$ cat src/rtl/mul_div_pkg.sv
// Shared constants, op encodings and FSM state type for the iterative multiply/divide unit.
package mul_div_pkg;

  localparam int unsigned WIDTH      = 64;
  localparam int unsigned ADDR_W     = 5;
  localparam int unsigned ITERATIONS = 64;
  localparam int unsigned CNT_W      = $clog2(ITERATIONS);

  localparam logic [ADDR_W-1:0] XZR_ADDR   = ADDR_W'(31);
  localparam logic [CNT_W-1:0]  LAST_COUNT = CNT_W'(ITERATIONS - 1);

  typedef enum logic [1:0] {
    OP_MUL   = 2'b00,
    OP_UMULH = 2'b01,
    OP_UDIV  = 2'b10,
    OP_SDIV  = 2'b11
  } op_t;

  typedef enum logic [1:0] {
    S_IDLE,
    S_RUN,
    S_WB
  } state_t;

  function automatic logic [WIDTH-1:0] magnitude(input logic [WIDTH-1:0] value);
    return value[WIDTH-1] ? (~value + 1'b1) : value;
  endfunction

endpackage

$ cat src/rtl/mul_div_iter.sv
// 128-bit shift-add / restoring-divide step register; one iteration per asserted step.
// Divide step present only when MUL_DIV_UNIT_DIVIDER_EN is defined.
module mul_div_iter
  import mul_div_pkg::*;
(
  input  logic               clock,
  input  logic               reset,
  input  logic               load,
  input  logic               step,
  input  logic               divide,
  input  logic [WIDTH-1:0]   load_a,
  input  logic [WIDTH-1:0]   load_b,
  output logic [2*WIDTH-1:0] acc
);

  logic [2*WIDTH-1:0] acc_q, acc_d, mul_next;
  logic [WIDTH-1:0]   b_q;
  logic [WIDTH:0]     sum;

  // Multiply: add multiplicand to the upper half when the current multiplier bit is set,
  // then shift right with the carry entering bit 127.
  always_comb begin
    sum      = acc_q[0] ? ({1'b0, acc_q[2*WIDTH-1:WIDTH]} + {1'b0, b_q})
                        : {1'b0, acc_q[2*WIDTH-1:WIDTH]};
    mul_next = {sum, acc_q[WIDTH-1:1]};
  end

`ifdef MUL_DIV_UNIT_DIVIDER_EN
  logic [2*WIDTH-1:0] div_next;
  logic [WIDTH:0]     rem_shift;
  logic [WIDTH-1:0]   diff;
  logic               fits;

  // Divide: remainder lives in the upper half, quotient bits shift into the lower half.
  // A fitting subtraction always leaves a value below the divisor, so WIDTH bits suffice.
  always_comb begin
    rem_shift = acc_q[2*WIDTH-1:WIDTH-1];
    fits      = rem_shift >= {1'b0, b_q};
    diff      = rem_shift[WIDTH-1:0] - b_q;
    div_next  = fits ? {diff, acc_q[WIDTH-2:0], 1'b1}
                     : {rem_shift[WIDTH-1:0], acc_q[WIDTH-2:0], 1'b0};
  end
`endif

  always_comb begin
    acc_d = acc_q;
    if (load) begin
      acc_d = {{WIDTH{1'b0}}, load_a};
`ifdef MUL_DIV_UNIT_DIVIDER_EN
    end else if (step) begin
      acc_d = divide ? div_next : mul_next;
`else
    end else if (step && !divide) begin
      acc_d = mul_next;
`endif
    end
  end

  always_ff @(posedge clock or negedge reset) begin
    if (!reset) begin
      acc_q <= '0;
      b_q   <= '0;
    end else begin
      acc_q <= acc_d;
      if (load) begin
        b_q <= load_b;
      end
    end
  end

  assign acc = acc_q;

endmodule

$ cat src/rtl/mul_div_unit.sv
// Iterative 64-bit MUL/UMULH/UDIV/SDIV unit with start/busy handshake and register-file writeback.
// Divider datapath included only when MUL_DIV_UNIT_DIVIDER_EN is defined.
module mul_div_unit
  import mul_div_pkg::*;
(
  input  logic              clock,
  input  logic              reset,
  input  logic              start,
  input  logic [1:0]        op,
  input  logic [WIDTH-1:0]  operand_a,
  input  logic [WIDTH-1:0]  operand_b,
  input  logic [ADDR_W-1:0] dest,
  input  logic              wb_ready,
  output logic              busy,
  output logic              done,
  output logic [WIDTH-1:0]  wb_data,
  output logic [ADDR_W-1:0] wb_address,
  output logic              wb_write
);

  state_t             state_q, state_d;
  logic [CNT_W-1:0]   count_q;
  op_t                op_q;
  logic [ADDR_W-1:0]  dest_q;
  logic               accept, load, step, is_div, skip_run, to_xzr;
  logic [WIDTH-1:0]   load_a, load_b;
  logic [2*WIDTH-1:0] acc;

  assign accept = (state_q == S_IDLE) && start;
  assign is_div = (op_q == OP_UDIV) || (op_q == OP_SDIV);
  assign to_xzr = (dest_q == XZR_ADDR);

`ifdef MUL_DIV_UNIT_DIVIDER_EN
  logic signed_op, neg_q, div_zero_q;

  // SDIV divides magnitudes; the quotient sign is restored at writeback.
  assign signed_op = (op_t'(op) == OP_SDIV);
  assign load_a    = signed_op ? magnitude(operand_a) : operand_a;
  assign load_b    = signed_op ? magnitude(operand_b) : operand_b;
  assign skip_run  = 1'b0;

  always_ff @(posedge clock or negedge reset) begin
    if (!reset) begin
      neg_q      <= 1'b0;
      div_zero_q <= 1'b0;
    end else if (accept) begin
      neg_q      <= signed_op && (operand_a[WIDTH-1] ^ operand_b[WIDTH-1]);
      div_zero_q <= (operand_b == '0);
    end
  end
`else
  assign load_a   = operand_a;
  assign load_b   = operand_b;
  // Without a divider, divide ops spend a single cycle in RUN before writing back zero.
  assign skip_run = is_div;
`endif

  assign load = accept;
  assign step = (state_q == S_RUN);

  mul_div_iter u_iter (
    .clock  (clock),
    .reset  (reset),
    .load   (load),
    .step   (step),
    .divide (is_div),
    .load_a (load_a),
    .load_b (load_b),
    .acc    (acc)
  );

  always_ff @(posedge clock or negedge reset) begin
    if (!reset) begin
      state_q <= S_IDLE;
      count_q <= '0;
      op_q    <= OP_MUL;
      dest_q  <= '0;
    end else begin
      state_q <= state_d;
      if (accept) begin
        count_q <= '0;
        op_q    <= op_t'(op);
        dest_q  <= dest;
      end else if (state_q == S_RUN) begin
        count_q <= count_q + 1'b1;
      end
    end
  end

  always_comb begin
    state_d = state_q;
    case (state_q)
      S_IDLE:  if (start) state_d = S_RUN;
      S_RUN:   if ((count_q == LAST_COUNT) || skip_run) state_d = S_WB;
      S_WB:    if (done) state_d = S_IDLE;
      default: state_d = S_IDLE;
    endcase
  end

  assign busy       = (state_q != S_IDLE);
  assign wb_write   = (state_q == S_WB) && !to_xzr;
  assign done       = (state_q == S_WB) && (wb_ready || to_xzr);
  assign wb_address = dest_q;

  always_comb begin
    wb_data = acc[WIDTH-1:0];
    case (op_q)
      OP_MUL:   wb_data = acc[WIDTH-1:0];
      OP_UMULH: wb_data = acc[2*WIDTH-1:WIDTH];
      default: begin
`ifdef MUL_DIV_UNIT_DIVIDER_EN
        if (div_zero_q) begin
          wb_data = '0;
        end else begin
          wb_data = neg_q ? (~acc[WIDTH-1:0] + 1'b1) : acc[WIDTH-1:0];
        end
`else
        wb_data = '0;
`endif
      end
    endcase
  end

endmodule
$ cat config.mk
export PLATFORM = sky130hd
export DESIGN_NAME = mul_div_unit
export DESIGN_NICKNAME = d
export VERILOG_FILES = /design/src/rtl/mul_div_pkg.sv /design/src/rtl/mul_div_iter.sv /design/src/rtl/mul_div_unit.sv
export SDC_FILE = /design/constraint.sdc
export NUM_CORES = 1
export LEC_CHECK = 0
export CORE_UTILIZATION = 50
export DETAILED_ROUTE_END_ITERATION = 8
export PLACE_DENSITY = 0.78
export SLEW_MARGIN = 10
export SYNTH_ARGS = -nofsm -noshare
export SYNTH_HDL_FRONTEND = slang
export SYNTH_SLANG_ARGS = --single-unit
export TNS_END_PERCENT = 10
$ cat constraint.sdc
create_clock -name clock -period 4.5 [get_ports clock]
set_clock_uncertainty 0.1 [all_clocks]
set_input_delay 0.45 -clock clock [delete_from_list [all_inputs] [get_ports clock]]
set_output_delay 0.45 -clock clock [all_outputs]
set_load 0.01 [all_outputs]
==> results.json, run 1 <==
{
  "status": "finished, final reports clean",
  "syn_to_final_growth_pct": 23.19,
  "power_density_mw_per_mm2": 729.3,
  "numCtsBuffers": 23,
  "routed_wl_um": 37110,
  "fillCellCount": 2267,
  "viasPerCell": 5.797,
  "setup.worst_path.start_class": "flop",
  "n_antenna_cell": 0,
  "insertion_delay_ps": 520,
  "via_count": 12220,
  "hp-class": "primary input to asynchronous set/reset pin",
  "cts_resized": 0,
  "numClockSinks": 207,
  "ys_ff_latch": 207,
  "hold_buffers": 0,
  "critPathTopFamily": "compound AO/OA/AOI/OAI gates",
  "place.gp.congestion": 0.9185,
  "fp-row-count": 59,
  "fin_hold_ws_ps": 1.775,
  "grt_pass1_vias": 12000,
  "rsz0062_at_grt": "false",
  "route.detailed.drc": 0,
  "synthTopCellsByArea": "dfrtp_1, nand2_1, mux2i_1",
  "die_area_mm2": 0.02724,
  "synth_top_area_share_pct": 38.97,
  "irDropWorstVdd_uv": 427.6,
  "grt_pass1_wl_um": 60140,
  "finalSetupViolations": 0,
  "cp_max_fo": 7,
  "synthDistinctLibCells": 69,
  "drive_above_1_share_pct": 4.963,
  "ios": 211,
  "async_flop_share_pct": 100.0,
  "fp.dieH_um": 165.0,
  "path_common_cell": "o21ai_1",
  "grt_overflow_total": 0,
  "syn_area_per_cell_um2": 8.235,
  "htreeDepth": 1,
  "floorplan.initialDensity_pct": 51.01,
  "wl_per_cell_um": 17.60,
  "drt-initial-drc-count": 911,
  "max-slew-margin-rel_pct": 24.64,
  "grt_max_degree": 122,
  "cts_tree": "built",
  "clk_pin_slew_worst_paths_ps": 60,
  "worstMarginPinSlew_ps": 1126,
  "die-width_um": 165.0,
  "max_stage_delay_ps": 620,
  "syn-instance-count": 1614,
  "synth_edf_count": 0,
  "critPathArrivalTime_ps": 4010,
  "p_total_mw": 11.94,
  "yosysSeqAreaShare_pct": 38.97,
  "cp_num_buf_inv": 0,
  "post-route-period-util_pct": 81.09,
  "synth_area_mm2": 0.01329,
  "yosysWarnings": 0,
  "yosysTopAreaCell": "dfrtp_1",
  "clk_path_buf_depth": 3,
  "port_buffers": 210,
  "maxSlewViolCount": 0,
  "grt_util_all_layers_pct": 27.43,
  "leakage_nw": 7.924,
  "fin_util_pct": 62.83,
  "hpwl_um": 26120,
  "critPathSlowestCell": "o31ai_1",
  "tns_ps": 0,
  "synthFlopType": "dfrtp_1",
  "cts-root-buf": "clkbuf_16",
  "syn_nets": 1819,
  "endpoint_kind": "flop",
  "cts_setup_buffers": 0,
  "postRouteAntennaNets": 0,
  "min_period_ps": 3649,
  "antenna_found_initial": 0,
  "coreArea_mm2": 0.02606,
  "path_cells": "ha_1 -> nand4_2 -> nor2_1 -> o21ai_1 -> a21oi_1 -> nor2b_1 -> o31ai_1 -> a31o_2 -> a32oi_1 -> o21ai_1 -> mux2_2 -> nand2_1",
  "critPathKind": "flop to flop",
  "final_nets": 1961,
  "firstDrtPassIters": 5,
  "hold_violations": 0,
  "clock.fmax_ghz": 0.2740,
  "cp.required_ps": 4860,
  "maxCapViolations": 0
}
==> cells in the final DEF, fill, tap and decap left out, types with 21 or more instances in the layout <==
cell	count
nand2_1	439
clkdlybuf4s50_1	209
dfrtp_1	204
nor2_1	118
a21oi_1	94
mux2i_1	93
o21ai_0	92
a22oi_1	65
ha_1	65
a21o_1	53
xnor2_1	35
clkbuf_16	23
nand3_1	21
nand4_1	21
xor2_1	21
==> synthesized netlist by cell type (all sizes together), types with 13 or more instances <==
master,number
a32oi,18
ha,65
xnor2,35
nor2,120
dfrtp,207
nand2,441
mux2i,93
inv,15
xor2,21
a21o,54
clkbuf,96
buf,15
nand3,21
o21bai,13
nor3,14
o21ai,100
nand4,22
a21oi,95
a22oi,65
==> state kept, by name, summed over array words and instances, names as in the netlist <==
name / cells
state_q: 2
u_iter.b_q: 64
count_q: 6
op_q: 2
wb_address: 5
u_iter.acc: 128
==> worst paths after layout <==
| check | from | end | slack, ps | depth (start not counted) |
|---|---|---|---|---|
| max in group asynchronous | reset | op_q[1] | 3400 | 2 |
| setup / recovery | u_iter.acc[71] | u_iter.acc[120] | 850 | 12 |
| hold / removal | reset | u_iter.acc[9] | 2 | 1 |
| hold reg to reg | u_iter.b_q[55] | u_iter.b_q[55] | 390 | 2 |
| setup reg to reg | u_iter.acc[71] | u_iter.acc[120] | 850 | 12 |
| min in group clock | operand_b[63] | u_iter.b_q[63] | 350 | 3 |
==> through the flow <==
stage / setup WS [ps] / cells / cell area (um2)
2_1_floorplan: 1424 / 1614 / 13290
3_5_place_dp: 955.7 / 2066 / 15580
5_1_grt: 662.5 / 2108 / 16370
3_3_place_gp: 1051 / 2066 / 15580
4_1_cts: 938.8 / 2108 / 16370
6_report: 851.0 / 2108 / 16370
==> cell families (layout without fill, tap and decap cells) <==
kind of cell | count (synthesis) | after routing | synth area share, %
buf+inv | 126 | 285 | 3.652
xor+xnor | 56 | 56 | 3.690
simple gates | 666 | 666 | 20.70
fa+ha+maj | 66 | 66 | 6.269
compound gates | 398 | 398 | 19.54
mux | 95 | 95 | 7.173
flops | 207 | 207 | 38.97
==> where the power goes <==
part	internal, mW	total (mW)	leakage, nW	switching (mW)
clock	1.19	1.97	0.396	0.774
sequential	2.66	3.52	2.64	0.859
combinational	2.74	6.45	4.89	3.71
==> per-layer routing <==
layer	track usage, %	up-vias	share of wire, %
met3	3.114	68	6.0
met2	45.40	393	46
met1	37.38	5864	45
met5	0	-	0
li1	-	5895	-
met4	8.841	0	3.1
==> cell type report <==
| cell class | count | area [um2] | share of cell area [%] |
|---|---|---|---|
| repair buffers | 228 | 2266 | 13.84 |
| well taps | 335 | 419.2 | 2.560 |
| inverters | 15 | 56.30 | 0.3439 |
| flip-flops and latches | 207 | 5186 | 31.68 |
| multi-input cells | 1281 | 7649 | 46.71 |
| clock inverters | 12 | 145.1 | 0.8864 |
| clock buffers | 30 | 651.9 | 3.981 |
(Power assumes the default switching activity.)
==> inputs of run 2 (changes only) <==
==> constraint.sdc (replaced) <==
create_clock -name clock -period 3.5 [get_ports clock]
set_clock_uncertainty 0.1 [all_clocks]
set_input_delay 0.35 -clock clock [delete_from_list [all_inputs] [get_ports clock]]
set_output_delay 0.35 -clock clock [all_outputs]
set_load 0.01 [all_outputs]
==> run 2 against run 1 <==
Against the previous run: hold slack better by 260 ps; global-route usage is 0.36 points higher; clock power is 18% higher; register-to-register slack worse by 720 ps; sequential power is 29% higher; critical path type unchanged; critical endpoint unchanged; wire length is 1.3% higher.
==> results.json, run 2 (synthesized netlist as in run 1, its figures left out) <==
{
  "numClockSinks": 207,
  "critPathKind": "flop to flop",
  "rsz0062_at_grt": "true",
  "port_buffers": 210,
  "maxCapViolations": 0,
  "fp-row-count": 59,
  "min_from": "operand_b[31]",
  "antenna_found_initial": 0,
  "layout_commonest_cell": "nand2_1",
  "stdcell_area_mm2": 0.01651,
  "ios": 211,
  "grt_util_all_layers_pct": 27.79,
  "place_area_mm2": 0.01572,
  "layout_common_cells": "nand2_1, clkdlybuf4s50_1, dfrtp_1",
  "post-route-period-util_pct": 96.22,
  "finalSetupViolations": 0,
  "cts_tree": "built",
  "place.gp.congestion": 0.9574,
  "critPathArrivalTime_ps": 3710,
  "fin_util_pct": 63.36,
  "status": "finished, final reports clean",
  "drt-initial-drc-count": 775,
  "max-slew-margin-rel_pct": 37.65,
  "grt_overflow_total": 0,
  "endpoint": "u_iter.acc[120]",
  "leakage_nw": 7.981,
  "viasPerCell": 5.791,
  "r2r_end": "u_iter.acc[120]",
  "hpwl_um": 26760,
  "setup.worst_path.start_class": "flop",
  "tns_ps": 0,
  "via_count": 12280,
  "routed_wl_um": 37610,
  "endpoint_kind": "flop",
  "drive_above_1_share_pct": 5.991,
  "cts_setup_buffers": 0,
  "route.detailed.drc": 0,
  "clock.fmax_ghz": 0.2969,
  "hp-class": "primary input to flop",
  "fillCellCount": 2232,
  "cp.required_ps": 3840,
  "cp_max_fo": 7,
  "postRouteAntennaNets": 0,
  "die_area_mm2": 0.02724,
  "maxSlewViolCount": 0,
  "die-width_um": 165.0,
  "grt_pass1_wl_um": 60720,
  "fin_cells": 2121,
  "syn_to_final_growth_pct": 24.22,
  "floorplan.initialDensity_pct": 51.01,
  "grt_pass1_vias": 12170,
  "grt_max_degree": 96,
  "coreArea_mm2": 0.02606,
  "clk_path_buf_depth": 3,
  "worstMarginPinSlew_ps": 935.3,
  "crit_start": "u_iter.acc[68]",
  "firstDrtPassIters": 5,
  "min_period_ps": 3368,
  "r2r_start": "u_iter.acc[68]",
  "clk_pin_slew_worst_paths_ps": 60,
  "n_antenna_cell": 0,
  "r2r_slack_ps": 130,
  "final_nets": 1976,
  "hold_violations": 0,
  "numCtsBuffers": 23,
  "htreeDepth": 1,
  "post-place-cells": 2080,
  "cts-root-buf": "clkbuf_16",
  "wl_per_cell_um": 17.73,
  "largest_register_ff_count": 128,
  "irDropWorstVdd_uv": 477.4,
  "reg2reg_depth": 13,
  "fp.dieH_um": 165.0,
  "power_density_mw_per_mm2": 929.7,
  "insertion_delay_ps": 510
}
run 2: area by class of cell:
| class | instances | area (um2) | share of cell area [%] |
|---|---|---|---|
| Clock buffer | 33 | 653.1 | 3.956 |
| Multi-Input combinational cell | 1281 | 7710 | 46.70 |
| Tap cell | 335 | 419.2 | 2.539 |
| Clock inverter | 7 | 67.56 | 0.4092 |
| Timing Repair Buffer | 243 | 2419 | 14.65 |
| Sequential cell | 207 | 5186 | 31.41 |
| Inverter | 15 | 56.30 | 0.3410 |
run 2: worst min path at each step:
stage               depth (start not counted)        endpoint
global placement                            2  u_iter.b_q[53]
CTS                                         3  u_iter.b_q[44]
detailed placement                          2   u_iter.b_q[9]
floorplan                                   0      count_q[0]
global route                                3   wb_address[0]
finish                                      3  u_iter.b_q[31]
run 2: where the power goes:
part / internal, mW / switching, mW
logic: 3.64 / 4.84
registers: 3.42 / 1.12
clock network: 1.37 / 0.962
run 2: metal layers:
metal	global-route usage, %	wire length (um)	part of all wire (%)
met1	37.55	16840	45
met2	46.56	17750	47
met3	3.089	1981	5.3
met4	8.632	1031	2.7
met5	0	0	0
run 2: critical path, stage by stage (launching register included):
cell     delay, ps
dfrtp_1        410
ha_1           410
a21oi_1        200
nand2_1        100
o21ai_1        300
a21oi_1        120
nor2b_1        180
o31ai_1        100
buf_4          160
a31o_2         250
a32oi_1        340
o21ai_1        260
mux2_2         320
nand2_1         50
run 2: through the flow:
stage / hold slack, ps / total power [mW] / worst slack, ps
5_1_grt: 264.6 / 16.52 / 0.3282
3_3_place_gp: 365.7 / 12.70 / 117.6
6_report: 265.2 / 15.35 / 132.3
2_1_floorplan: -45.59 / 9.951 / 423.9
3_5_place_dp: 370.7 / 12.87 / 12.88
4_1_cts: 249.7 / 15.29 / 9.992
run 2: what timing repair did:
item                                    4_1_cts  5_1_grt
gates resized for setup                       0       13
endpoints found under the setup margin        0        9
hold endpoints to repair                     92        0
hold buffers                                  1        0
==> inputs of run 3 (changes only) <==
--- a/config.mk
+++ b/config.mk
@@ -5,9 +5,10 @@
 export SDC_FILE = /design/constraint.sdc
 export NUM_CORES = 1
 export LEC_CHECK = 0
+export ABC_AREA = 1
 export CORE_UTILIZATION = 50
 export DETAILED_ROUTE_END_ITERATION = 8
-export PLACE_DENSITY = 0.78
+export PLACE_DENSITY = 0.77
 export SLEW_MARGIN = 10
 export SYNTH_ARGS = -nofsm -noshare
 export SYNTH_HDL_FRONTEND = slang
==> run 3 against run 2 <==
Against the previous run: die area is 16% higher; non-clock buffer count is 21 lower; clock-buffer cell count increased by 3; wire length up 43%; sequential share of layout area shrank 3.5 points; critical endpoint is now wb_data[0]; largest cell class unchanged; largest power group unchanged.
==> results.json, run 3 <==
{
  "status": "finished, final reports clean",
  "ios": 211,
  "firstDrtPassIters": 5,
  "irDropWorstVdd_uv": 618.6,
  "synth_area_mm2": 0.01540,
  "final_nets": 2808,
  "r2r_end": "u_iter.acc[126]",
  "drive_above_1_share_pct": 4.582,
  "layout_common_cells": "nand2_1, inv_1, clkdlybuf4s50_1",
  "drt-initial-drc-count": 1556,
  "pwr-share-seq_pct": 24.5,
  "grt_util_all_layers_pct": 34.38,
  "endpoint_kind": "output port",
  "post-route-period-util_pct": 92.51,
  "place.gp.congestion": 0.9932,
  "clk_pin_slew_worst_paths_ps": 60,
  "fin_hold_ws_ps": 222.4,
  "route.detailed.drc": 0,
  "yosysTopAreaCell": "dfrtp_1",
  "tns_ps": 0,
  "maxCapViolations": 0,
  "yosysSeqAreaShare_pct": 33.64,
  "seq_area_mm2": 0.005180,
  "clk_path_buf_depth": 3,
  "wl_per_cell_um": 17.82,
  "port_buffers": 210,
  "max-slew-margin-rel_pct": 19.77,
  "numClockSinks": 207,
  "critPathArrivalTime_ps": 2790,
  "yosysWarnings": 0,
  "postRouteAntennaNets": 0,
  "cts_tree": "built",
  "power_density_mw_per_mm2": 888.3,
  "min_period_ps": 3238,
  "cp.required_ps": 3050,
  "synth_top_cells_by_count": "nand2_1, inv_1, dfrtp_1",
  "cp_max_fo": 64,
  "floorplan.initialDensity_pct": 51.40,
  "htreeDepth": 1,
  "fp.dieH_um": 177.5,
  "hp-class": "primary input to flop",
  "die_area_mm2": 0.03150,
  "grt_pass1_vias": 14910,
  "fillCellCount": 2888,
  "p_comb_share_pct": 60.2,
  "via_count": 15890,
  "maxSlewViolCount": 0,
  "largest_register_ff_count": 128,
  "syn_nets": 2635,
  "grt_pass1_wl_um": 82360,
  "synthTopCellsByArea": "dfrtp_1, nand2_1, inv_1",
  "async_flop_share_pct": 100.0,
  "worstMarginPinSlew_ps": 1203,
  "synth_edf_count": 0,
  "synth_top_area_share_pct": 33.64,
  "cts-root-buf": "clkbuf_16",
  "viasPerCell": 5.278,
  "leakage_nw": 10.17,
  "grt_max_degree": 98,
  "multi_input_area_mm2": 0.008025,
  "r2r_start": "u_iter.acc[112]",
  "hpwl_um": 41460,
  "finalSetupViolations": 0,
  "insertion_delay_ps": 560,
  "synthDistinctLibCells": 40,
  "ys_ff_latch": 207,
  "die-width_um": 177.5,
  "holdPathEnd": "u_iter.b_q[57]",
  "coreArea_mm2": 0.02995,
  "critPathKind": "flop to output port",
  "routed_wl_um": 53650,
  "layout_commonest_cell": "nand2_1",
  "hold_violations": 0,
  "clkPwrFrac_pct": 15.3,
  "syn_to_final_growth_pct": 20.68,
  "grt_overflow_total": 0,
  "min_from": "operand_b[57]",
  "syn-instance-count": 2430,
  "worstHoldPathCells": 3,
  "synthFlopType": "dfrtp_1",
  "antenna_found_initial": 2,
  "r2r_slack_ps": 760,
  "rsz0062_at_grt": "false",
  "p_total_mw": 16.50,
  "p_int_mw": 8.241,
  "reg2reg_depth": 10,
  "setup.worst_path.start_class": "flop",
  "fp-row-count": 63,
  "yosysMostFrequentCell": "nand2_1",
  "clock.fmax_ghz": 0.3089,
  "switching_share_pct": 50.07,
  "syn_area_per_cell_um2": 6.336,
  "power.switching_mw": 8.264,
  "numCtsBuffers": 25
}
-- run 3: changes by cell type in the layout (fill, tap and decap cells not counted), moves of 21 or more --
cell / delta
buf_4: -21
nand2_1: +557
inv_1: +455
a21oi_1: +21
o22ai_1: +66
a21o_1: -53
o221ai_1: +63
xnor2_1: -35
nand2_2: +22
a22oi_1: -65
o21ai_0: -48
mux2i_1: -93
nand3_1: +48
o21ai_1: +23
-- run 3: area by class of cell --
class                   count  share of cell area, %
repair buffers            222                  12.17
flip-flops and latches    207                  27.88
well taps                 390                  2.626
clock inverters             7                 0.2963
multi-input cells        1658                  43.19
diodes                      1                0.01347
clock buffers              36                  3.912
inverters                 489                  9.912
-- run 3: power by group through the flow --
| stage | combinational [mW] | clock [mW] | sequential [mW] |
|---|---|---|---|
| after floorplan | 6.45 | 0 | 3.85 |
| after global placement | 9.56 | 0 | 4.01 |
| after detailed placement | 9.68 | 0 | 4.05 |
| after CTS | 9.75 | 2.56 | 4.03 |
| after global routing | 10.9 | 2.65 | 4.14 |
| final | 9.93 | 2.53 | 4.04 |
-- run 3: logic make-up after synthesis --
| group | after synthesis | synth area share [%] |
|---|---|---|
| flops | 207 | 33.64 |
| fa+ha+maj | 66 | 5.412 |
| compound gates | 322 | 12.66 |
| xor+xnor | 27 | 1.536 |
| simple gates | 1243 | 32.45 |
| buf+inv | 565 | 14.30 |
-- run 3: how the worst max path moves through the flow --
stage | startpoint | endpoint | slack [ps] | cells past startpoint
finish | op_q[0] | wb_data[0] | 260 | 3
global route | op_q[0] | wb_data[0] | 130 | 3
CTS | op_q[1] | wb_data[0] | 130 | 4
detailed placement | op_q[1] | wb_data[0] | 740 | 4
global placement | op_q[1] | wb_data[0] | 710 | 4
floorplan | u_iter.acc[64] | u_iter.acc[93] | 1370 | 13
-- run 3: per-layer routing --
metal | vias to the layer above | GRT usage [%] | share of wire (%)
met5 | - | 0 | 0.017
met2 | 677 | 49.40 | 41
met3 | 85 | 8.676 | 10
met4 | 2 | 9.046 | 2.6
met1 | 7274 | 50.75 | 46
li1 | 7849 | - | -
-- run 3: per-stage QoR --
step | instances | cell area (um2) | utilization, % | worst slack [ps]
3_3_place_gp | 2965 | 17780 | 59.36 | 706.8
2_1_floorplan | 2430 | 15400 | - | 1368
4_1_cts | 3009 | 18570 | 62.00 | 126.7
5_1_grt | 3010 | 18580 | 62.03 | 130.2
6_report | 3010 | 18580 | 62.03 | 262.3
3_5_place_dp | 2965 | 17780 | 59.36 | 742.0
-- run 3: repair_timing --
item | CTS | global route
setup buffers | 0 | 0
resized for setup | 0 | 1
hold buffers | 1 | 0
hold endpoints to repair | 90 | 0
endpoints found under the setup margin | 0 | 1
-- run 3: worst max-delay path, stage by stage, from the launching register on --
cell	delay (ps)
dfrtp_1	410
or2_2	940
o22ai_1	260
clkdlybuf4s50_1	590
